### src/rtl/mmio_periph_pkg.sv
// Shared types and register map for the memory-mapped peripheral unit.
// Offsets are relative to the unit's base address.
package mmio_periph_pkg;

    typedef enum logic [1:0] {
        MEM_MSG_READ  = 2'd0,
        MEM_MSG_WRITE = 2'd1
    } t_op;

    localparam logic [31:0] OFF_CYCLE_LO  = 32'h00;
    localparam logic [31:0] OFF_CYCLE_HI  = 32'h04;
    localparam logic [31:0] OFF_TIMER_CMP = 32'h08;
    localparam logic [31:0] OFF_CTRL      = 32'h0C;
    localparam logic [31:0] OFF_SCRATCH0  = 32'h10;

    localparam int CTRL_EN_BIT    = 0;
    localparam int CTRL_FIRED_BIT = 1;

    // Opaque tag is prepended by the top, where its width is known.
    typedef struct packed {
        t_op         op;
        logic [1:0]  origin;
        logic [31:0] addr;
        logic [3:0]  strb;
        logic [31:0] data;
    } t_resp_base;

    function automatic logic [31:0] merge_strb(
        input logic [31:0] old_v,
        input logic [31:0] new_v,
        input logic [3:0]  strb
    );
        logic [31:0] r;
        r = old_v;
        for (int b = 0; b < 4; b++) begin
            if (strb[b]) r[b*8 +: 8] = new_v[b*8 +: 8];
        end
        return r;
    endfunction

endpackage

### src/rtl/mmio_resp_fifo.sv
// Depth-parameterised val/rdy FIFO; pointers wrap explicitly so any
// depth >= 1 works, not just powers of two.
module mmio_resp_fifo #(
    parameter int p_width = 8,
    parameter int p_depth = 2
) (
    input  logic               clk,
    input  logic               rst,
    input  logic               enq_val,
    output logic               enq_rdy,
    input  logic [p_width-1:0] enq_data,
    output logic               deq_val,
    input  logic               deq_rdy,
    output logic [p_width-1:0] deq_data
);

    localparam int c_ptr_w = (p_depth > 1) ? $clog2(p_depth) : 1;
    localparam int c_cnt_w = $clog2(p_depth + 1);
    localparam logic [c_ptr_w-1:0] c_last = c_ptr_w'(p_depth - 1);
    localparam logic [c_cnt_w-1:0] c_full = c_cnt_w'(p_depth);

    logic [p_width-1:0] mem_q [p_depth];
    logic [p_width-1:0] mem_d [p_depth];
    logic [c_ptr_w-1:0] wr_ptr_q, wr_ptr_d;
    logic [c_ptr_w-1:0] rd_ptr_q, rd_ptr_d;
    logic [c_cnt_w-1:0] cnt_q, cnt_d;
    logic               enq;
    logic               deq;

    assign enq_rdy  = (cnt_q != c_full);
    assign deq_val  = (cnt_q != '0);
    assign deq_data = mem_q[rd_ptr_q];
    assign enq      = enq_val & enq_rdy;
    assign deq      = deq_val & deq_rdy;

    always_comb begin
        mem_d    = mem_q;
        wr_ptr_d = wr_ptr_q;
        rd_ptr_d = rd_ptr_q;
        cnt_d    = cnt_q;
        if (enq) begin
            mem_d[wr_ptr_q] = enq_data;
            wr_ptr_d = (wr_ptr_q == c_last) ? '0 : wr_ptr_q + 1'b1;
        end
        if (deq) begin
            rd_ptr_d = (rd_ptr_q == c_last) ? '0 : rd_ptr_q + 1'b1;
        end
        case ({enq, deq})
            2'b10:   cnt_d = cnt_q + c_cnt_w'(1);
            2'b01:   cnt_d = cnt_q - c_cnt_w'(1);
            default: cnt_d = cnt_q;
        endcase
    end

    always_ff @(posedge clk) begin
        if (rst) begin
            wr_ptr_q <= '0;
            rd_ptr_q <= '0;
            cnt_q    <= '0;
        end else begin
            wr_ptr_q <= wr_ptr_d;
            rd_ptr_q <= rd_ptr_d;
            cnt_q    <= cnt_d;
        end
    end

    always_ff @(posedge clk) begin
        mem_q <= mem_d;
    end

endmodule

### src/rtl/mmio_periph_unit.sv
// Memory-mapped peripheral: 64-bit cycle counter, compare timer with irq,
// and byte-writable scratch registers behind a buffered response path.
module mmio_periph_unit
    import mmio_periph_pkg::*;
#(
    parameter int          p_opaq_bits   = 8,
    parameter logic [31:0] p_base_addr   = 32'hFFFFFF00,
    parameter int          p_num_scratch = 4,
    parameter int          p_resp_depth  = 2
) (
    input  logic                   clk,
    input  logic                   rst,
    input  logic                   req_val,
    output logic                   req_rdy,
    input  t_op                    req_op,
    input  logic [p_opaq_bits-1:0] req_opaque,
    input  logic [1:0]             req_origin,
    input  logic [31:0]            req_addr,
    input  logic [3:0]             req_strb,
    input  logic [31:0]            req_data,
    output logic                   resp_val,
    input  logic                   resp_rdy,
    output t_op                    resp_op,
    output logic [p_opaq_bits-1:0] resp_opaque,
    output logic [1:0]             resp_origin,
    output logic [31:0]            resp_addr,
    output logic [3:0]             resp_strb,
    output logic [31:0]            resp_data,
    output logic                   irq
);

    localparam int c_sidx_w = (p_num_scratch > 1) ? $clog2(p_num_scratch) : 1;

    typedef struct packed {
        logic [p_opaq_bits-1:0] opaque;
        t_resp_base             base;
    } t_resp_entry;

    localparam int c_entry_w = $bits(t_resp_entry);

    logic [63:0] cnt_q, cnt_d;
    logic [31:0] hi_snap_q, hi_snap_d;
    logic [31:0] cmp_q, cmp_d;
    logic        timer_en_q, timer_en_d;
    logic        fired_q, fired_d;
    logic [31:0] scratch_q [p_num_scratch];
    logic [31:0] scratch_d [p_num_scratch];

    logic                fire;
    logic                is_rd;
    logic                is_wr;
    logic [31:0]         off_w;
    logic [31:0]         scr_word;
    logic                scr_hit;
    logic [c_sidx_w-1:0] scr_idx;
    logic [31:0]         rd_data;
    t_resp_entry         enq_entry;
    t_resp_entry         deq_entry;

    // Byte lanes within a word do not affect decode.
    assign off_w    = (req_addr - p_base_addr) & 32'hFFFF_FFFC;
    assign scr_word = (off_w - OFF_SCRATCH0) >> 2;
    assign scr_hit  = (off_w >= OFF_SCRATCH0) &&
                      (scr_word < 32'(p_num_scratch));
    assign scr_idx  = scr_word[c_sidx_w-1:0];

    assign fire  = req_val & req_rdy;
    assign is_rd = (req_op == MEM_MSG_READ);
    assign is_wr = (req_op == MEM_MSG_WRITE);
    assign irq   = fired_q & timer_en_q;

    always_comb begin
        rd_data = '0;
        case (off_w)
            OFF_CYCLE_LO:  rd_data = cnt_q[31:0];
            OFF_CYCLE_HI:  rd_data = hi_snap_q;
            OFF_TIMER_CMP: rd_data = cmp_q;
            OFF_CTRL: begin
                rd_data[CTRL_EN_BIT]    = timer_en_q;
                rd_data[CTRL_FIRED_BIT] = fired_q;
            end
            default: begin
                if (scr_hit) rd_data = scratch_q[scr_idx];
            end
        endcase
    end

    always_comb begin
        cnt_d      = cnt_q + 64'd1;
        hi_snap_d  = hi_snap_q;
        cmp_d      = cmp_q;
        timer_en_d = timer_en_q;
        fired_d    = fired_q;
        scratch_d  = scratch_q;
        if (fire && is_rd && (off_w == OFF_CYCLE_LO)) begin
            hi_snap_d = cnt_q[63:32];
        end
        if (fire && is_wr) begin
            case (off_w)
                OFF_TIMER_CMP: cmp_d = merge_strb(cmp_q, req_data, req_strb);
                OFF_CTRL: begin
                    if (req_strb[0]) begin
                        timer_en_d = req_data[CTRL_EN_BIT];
                        if (req_data[CTRL_FIRED_BIT]) fired_d = 1'b0;
                    end
                end
                default: begin
                    if (scr_hit) begin
                        scratch_d[scr_idx] =
                            merge_strb(scratch_q[scr_idx], req_data, req_strb);
                    end
                end
            endcase
        end
        // A match outranks a same-cycle write-1-to-clear.
        if (timer_en_q && (cnt_q[31:0] == cmp_q)) fired_d = 1'b1;
    end

    always_ff @(posedge clk) begin
        if (rst) begin
            cnt_q      <= '0;
            hi_snap_q  <= '0;
            cmp_q      <= 32'hFFFF_FFFF;
            timer_en_q <= 1'b0;
            fired_q    <= 1'b0;
            scratch_q  <= '{default: '0};
        end else begin
            cnt_q      <= cnt_d;
            hi_snap_q  <= hi_snap_d;
            cmp_q      <= cmp_d;
            timer_en_q <= timer_en_d;
            fired_q    <= fired_d;
            scratch_q  <= scratch_d;
        end
    end

    always_comb begin
        enq_entry             = '0;
        enq_entry.opaque      = req_opaque;
        enq_entry.base.op     = req_op;
        enq_entry.base.origin = req_origin;
        enq_entry.base.addr   = req_addr;
        enq_entry.base.strb   = req_strb;
        enq_entry.base.data   = is_rd ? rd_data : 32'd0;
    end

    mmio_resp_fifo #(
        .p_width (c_entry_w),
        .p_depth (p_resp_depth)
    ) u_resp_fifo (
        .clk      (clk),
        .rst      (rst),
        .enq_val  (fire),
        .enq_rdy  (req_rdy),
        .enq_data (enq_entry),
        .deq_val  (resp_val),
        .deq_rdy  (resp_rdy),
        .deq_data (deq_entry)
    );

    assign resp_op     = deq_entry.base.op;
    assign resp_opaque = deq_entry.opaque;
    assign resp_origin = deq_entry.base.origin;
    assign resp_addr   = deq_entry.base.addr;
    assign resp_strb   = deq_entry.base.strb;
    assign resp_data   = deq_entry.base.data;

endmodule

### config.mk
export PLATFORM = sky130hd
export DESIGN_NAME = mmio_periph_unit
export DESIGN_NICKNAME = d
export VERILOG_FILES = /design/src/rtl/mmio_periph_pkg.sv /design/src/rtl/mmio_resp_fifo.sv /design/src/rtl/mmio_periph_unit.sv
export SDC_FILE = /design/constraint.sdc
export NUM_CORES = 1
export LEC_CHECK = 0
export CORE_AREA = 2 2 285 146
export DETAILED_ROUTE_END_ITERATION = 12
export DIE_AREA = 0 0 287 148
export MAX_ROUTING_LAYER = met4
export PLACE_DENSITY = 0.71
export SKIP_LAST_GASP = 1
export SYNTH_ARGS = -nofsm -noshare
export SYNTH_HDL_FRONTEND = slang
export SYNTH_SLANG_ARGS = --single-unit
### constraint.sdc
create_clock -name clk -period 6.7 [get_ports clk]
set_clock_uncertainty 0.1 [all_clocks]
set_input_delay 1.34 -clock clk [delete_from_list [all_inputs] [get_ports clk]]
set_output_delay 1.34 -clock clk [all_outputs]
set_load 0.05 [all_outputs]
Word level (Yosys, flattened, before mapping) --
Cells that the tools add are included.
Word-level totals: bits in writable memories 0, memories 0, logic and storage cells 110, input bits 84, latch bits 0, register bits after elaboration 422, memory bits (read-only) 0
Cells by class: multiply operators 0, bitwise gates (word level) 8, equal/unequal tests 8, add/subtract/negate cells 7, mux-type cells 40, reductions and logical operators 23, magnitude comparators 7, divide/modulo/power cells 0, shifts and indexed selects 0
Operators by type and width (number):
- $mux W80 | 4
- $bwmux W160 | 1
- $mux W32 | 5
- $bwmux W128 | 1
- $mux W8 | 16
- $pmux W30 S4 | 1
- $demux W80 S1 | 1
- $add A64 B1 Y64 const B | 1
- $bmux W32 S2 | 1
- $demux W32 S2 | 1
- $eq A30 B2 Y1 const B | 2
- $eq A32 B32 Y1 | 1
- $ge A32 B5 Y1 const B | 1
- $logic_not A32 Y1 | 1
- $sub A32 B32 Y32 const B | 1
- $sub A32 B5 Y32 const B | 1
- $eq A30 B1 Y1 const B | 1
- $lt A30 B3 Y1 const B | 1
- $reduce_and A3 Y1 | 6
- $reduce_bool A2 Y1 | 6
- $pmux W2 S4 | 1
- $logic_and A1 B1 Y1 | 7
- $mux W1 | 7
- $and A1 B1 Y1 | 4
- 17 further kinds | 21

Longest topological paths before layout --
word-level depth 11, gate-level depth with buffers 14

By module --
Synthesis repeated with hierarchy kept, for this count alone.
Unflattened totals: cells, all modules 1813, area, all modules 20058.0 um^2
Modules (own cells, without submodules):
- mmio_periph_unit | times used 1, seq. area each 5165.0 um^2, cells an instance 1542, area each 14108.5 um^2
- mmio_resp_fifo | times used 1, seq. area each 4884.7 um^2, cells an instance 271, area each 5949.5 um^2

Worst setup path before layout --
OpenSTA, ideal clock, no wires.
path type input to register, start point input port req_val, end point register u_resp_fifo.mem_q[100] (netlist bit), enable pin, arrival 4843 ps, data required time 6079 ps, stages 2, setup time 521 ps, slack 1236 ps, path through nand2_1 > nor2_1
Between the ends: cells in the longest elaborated chain, start to end 2
RTL lines:
- start: declaration | RTL line mmio_periph_unit.sv:13 | input logic req_val,
- $and A1 B1 Y1 | RTL line mmio_periph_unit.sv:67 | assign fire = req_val & req_rdy;
- $and A1 B1 Y1 | RTL line mmio_resp_fifo.sv:33 | assign enq = enq_val & enq_rdy;
- end signal: assignment | RTL line mmio_resp_fifo.sv:68 | mem_q <= mem_d;
- end: declaration | RTL line mmio_resp_fifo.sv:22 | logic [p_width-1:0] mem_q [p_depth];
Every way passes these cells. A chain may end at the register's enable or synchronous reset.

==> results by group <==
Floorplan
  • Core ar.: 0.0399 mm^2
  • Cell Rows: 52
  • Initial Utilization: 50.4%
  • Die area: 0.0425 mm^2
  • Die width: 287 um
  • Die Height: 148 um
  • I/O Pins: 167

Timing
  • Min cycle time layout: 5.84 ns
  • Final period util: 87.1%
  • Fin. max-slew vios: 0
  • Least-Margin Pin Slew: 1.19 ns
  • Final Setup Violations: 0
  • Slew HR: 20.9%
  • TNS Setup: 0 ns
  • Fin. Hold Viols: 0
  • Fmax: 171 MHz
  • RSZ-0062 raised after global routing: false
  • Worst hold margin: 0.352 ns
  • Worst setup margin: 0.861 ns

Logic synthesis
  • Synthesized Nets: 1912
  • Synth Area in Compound Gates: 5.13%
  • Synth Register Bits: 422
  • Synth async-reset ratio: 0%
  • Syn_area_per_cell: 11.0 um^2
  • XOR/XNOR Fraction of Synth Area: 4.48%
  • Ys flop type: dfxtp_1
  • Post-synthesis adder-cell area fraction: 0.186%
  • Yosys warning count: 0
  • Largest family of logic cells by synthesized area: multiplexers
  • Simple-Gate Fraction of Synth Area: 17.9%
  • Synthesized instance count: 1825
  • Synth area leaders: dfxtp_1 26%, edfxtp_1 24%, mux2i_1 11%
  • Netlist Area Pre-Place: 0.0201 mm^2
  • Unique masters post-synth: 68
  • Post-synth EDFFs: 160
  • Largest area contributor in the netlist: dfxtp_1
  • Mux cell area share after synthesis: 19.5%
  • Sequential area share after synthesis: 49.9%
  • Top-area cell type share of the netlist area: 26.0%

CTS
  • Post-CTS Hold Buffers: 0
  • Worst-path clk slew: 0.06 ns
  • H-tree depth: 2
  • TritonCTS clock tree: yes
  • Sink Count: 422
  • CTS root buf: clkbuf_16
  • TritonCTS Buffers: 41
  • Cts repair resizes: 0
  • CTS max path bufs: 3
  • Post-CTS Repair Setup Buffers: 0
  • Clk Latency, worst-skew pair: 0.55 ns

Route
  • Met3 routed wirelength: 8060 um
  • Routed WL: 58600 um
  • DR vias: 14600
  • DRC Markers: 0
  • WL met1: 28900 um
  • Top Metal Used: met4
  • First-iteration detailed-routing DRC count: 1654
  • WL met2: 21100 um
  • WL/cell: 23.4 um
  • Vias per cell: 5.82
  • Post-DRT Antenna Nets: 0
  • DRT Pass-1 Iters: 5

Placed design
  • Place WS: 0.415 ns
  • Area post-placement: 0.0222 mm^2
  • RePlAce Congestion: 0.950
  • Dpl hpwl: 41500 um
  • Input/output buffers: 166

Pwr
  • Power per Cell Area: 294 mW/mm^2
  • Leakage power: 8.47 nW
  • Max VDD drop: 0.000171 V

Worst hold path
  • Hold Path Class: flip-flop to flip-flop

Cells and area
  • Proportion of layout cells with a drive suffix above 1: 13.9%
  • Multi-input logic area: 0.00955 mm^2
  • # nets final: 2026
  • Layout Cell Area excl Fill: 0.0235 mm^2
  • Syn-to-layout area delta: 16.8%
  • Most frequent cells in the layout: 261 x dfxtp_1, 224 x mux2i_1, 195 x nand2_1
  • Commonest non-fill, non-tap cell in the layout: dfxtp_1
  • Fillers: 3351
  • Reg area: 0.0101 mm^2
  • ANT cells: 0

Setup path
  • Critical Path Max Stage Delay: 0.73 ns
  • Required time worst endpoint: 6.87 ns
  • Crit path DAT: 6.01 ns
  • Worst Path Max Fanout: 32
  • CP max-delay cell: a211o_1
  • Critical path's top delay family: compound AO/OA/AOI/OAI gates
  • Cell breakdown of the critical path: clkdlybuf4s50_1 -> ha_1 -> nand3_2 -> nor2_1 -> a31oi_2 -> or3_1 -> or4_1 -> a2bb2oi_1 -> a211o_1 -> o41ai_1
  • Crit. End Element: flip-flop
  • Setup Crit Path Kind: input port to flip-flop
  • Crit path launch type: input port
  • Worst path buffer plus inverter count: 1

GRT
  • First-pass GRT wire length: 87700 um
  • GRT Util Overall: 28.3%
  • Number of global-route vias before repair: 13700
  • Largest net degree at the start of global routing: 150
  • Total grt overflow: 0
  • Initial antenna violation count: 1

Outcome
  • Status: finished, final reports clean

Run
  • Max_cap viols: 0
==> state kept, by name (all words and copies together), names as in the netlist <==
name and count:
u_resp_fifo.rd_ptr_q 1, cnt_q 64, fired_q 1, scratch_q 128, cmp_q 32, u_resp_fifo.wr_ptr_q 1
timer_en_q 1, u_resp_fifo.cnt_q 2, hi_snap_q 32, u_resp_fifo.mem_q 160
==> worst register-to-register path: cells and delay by family, from the launching register on <==
family             cells  cell delay [ns]
AOI/OAI and AO/OA      1             0.13
DFF                    1             0.49
and+or+nand+nor        7             2.57
==> report_power, final <==
part	leakage, nW	switching, mW	internal [mW]
registers	3.65	0.0989	2.83
logic	4.17	1.05	0.591
clock network	0.650	1.01	1.34
==> Yosys cell counts, drive strengths merged, types with 40 or more instances <==
library cell,count
dfxtp,262
nor2,89
nand3,40
mux2,81
xor2,48
xnor2,55
nand2b,163
mux2i,224
nand2,195
o21ai,42
edfxtp,160
a21oi,53
clkbuf,89
==> routing by layer <==
metal  up-vias  GRT usage [%]
met4         0           3.83
li1       6774              -
met5         -              -
met1      7175           43.5
met2       591           33.5
met3        60           12.7
==> cells by family (layout without fill, tap and decap cells) <==
kind of cell / count (synthesis) / in the layout
mux: 339 / 339
flops: 422 / 422
xor+xnor: 103 / 103
buf+inv: 129 / 273
simple gates: 671 / 671
compound gates: 158 / 158
fa+ha+maj: 3 / 3
==> layout make-up <==
class,count,area share (%)
Clock inverter,15,0.638
Inverter,9,0.144
Clock buffer,58,5.02
Sequential cell,422,42.7
Multi-Input combinational cell,1274,40.6
Timing Repair Buffer,191,7.99
Tap cell,540,2.87
==> worst paths after layout <==
path                                     from                     end  slack (ns)  cells after the start
worst min register to register  hi_snap_q[28]           hi_snap_q[28]        0.35                      2
worst min-delay path            hi_snap_q[28]           hi_snap_q[28]        0.35                      2
worst max-delay path              req_addr[8]  u_resp_fifo.mem_q[100]        0.86                     10
worst max register to register       cnt_q[2]               cnt_q[63]        3.33                      8
==> metrics by stage <==
step / instances / total power, mW / util (%)
after floorplan: 1825 / 4.06 / -
after global placement: 2436 / 4.61 / 55.6
after detailed placement: 2436 / 4.62 / 55.6
after CTS: 2509 / 6.96 / 58.9
after global routing: 2509 / 7.14 / 58.9
final: 2509 / 6.91 / 58.9
No activity file was read; power rests on OpenSTA's default activity.
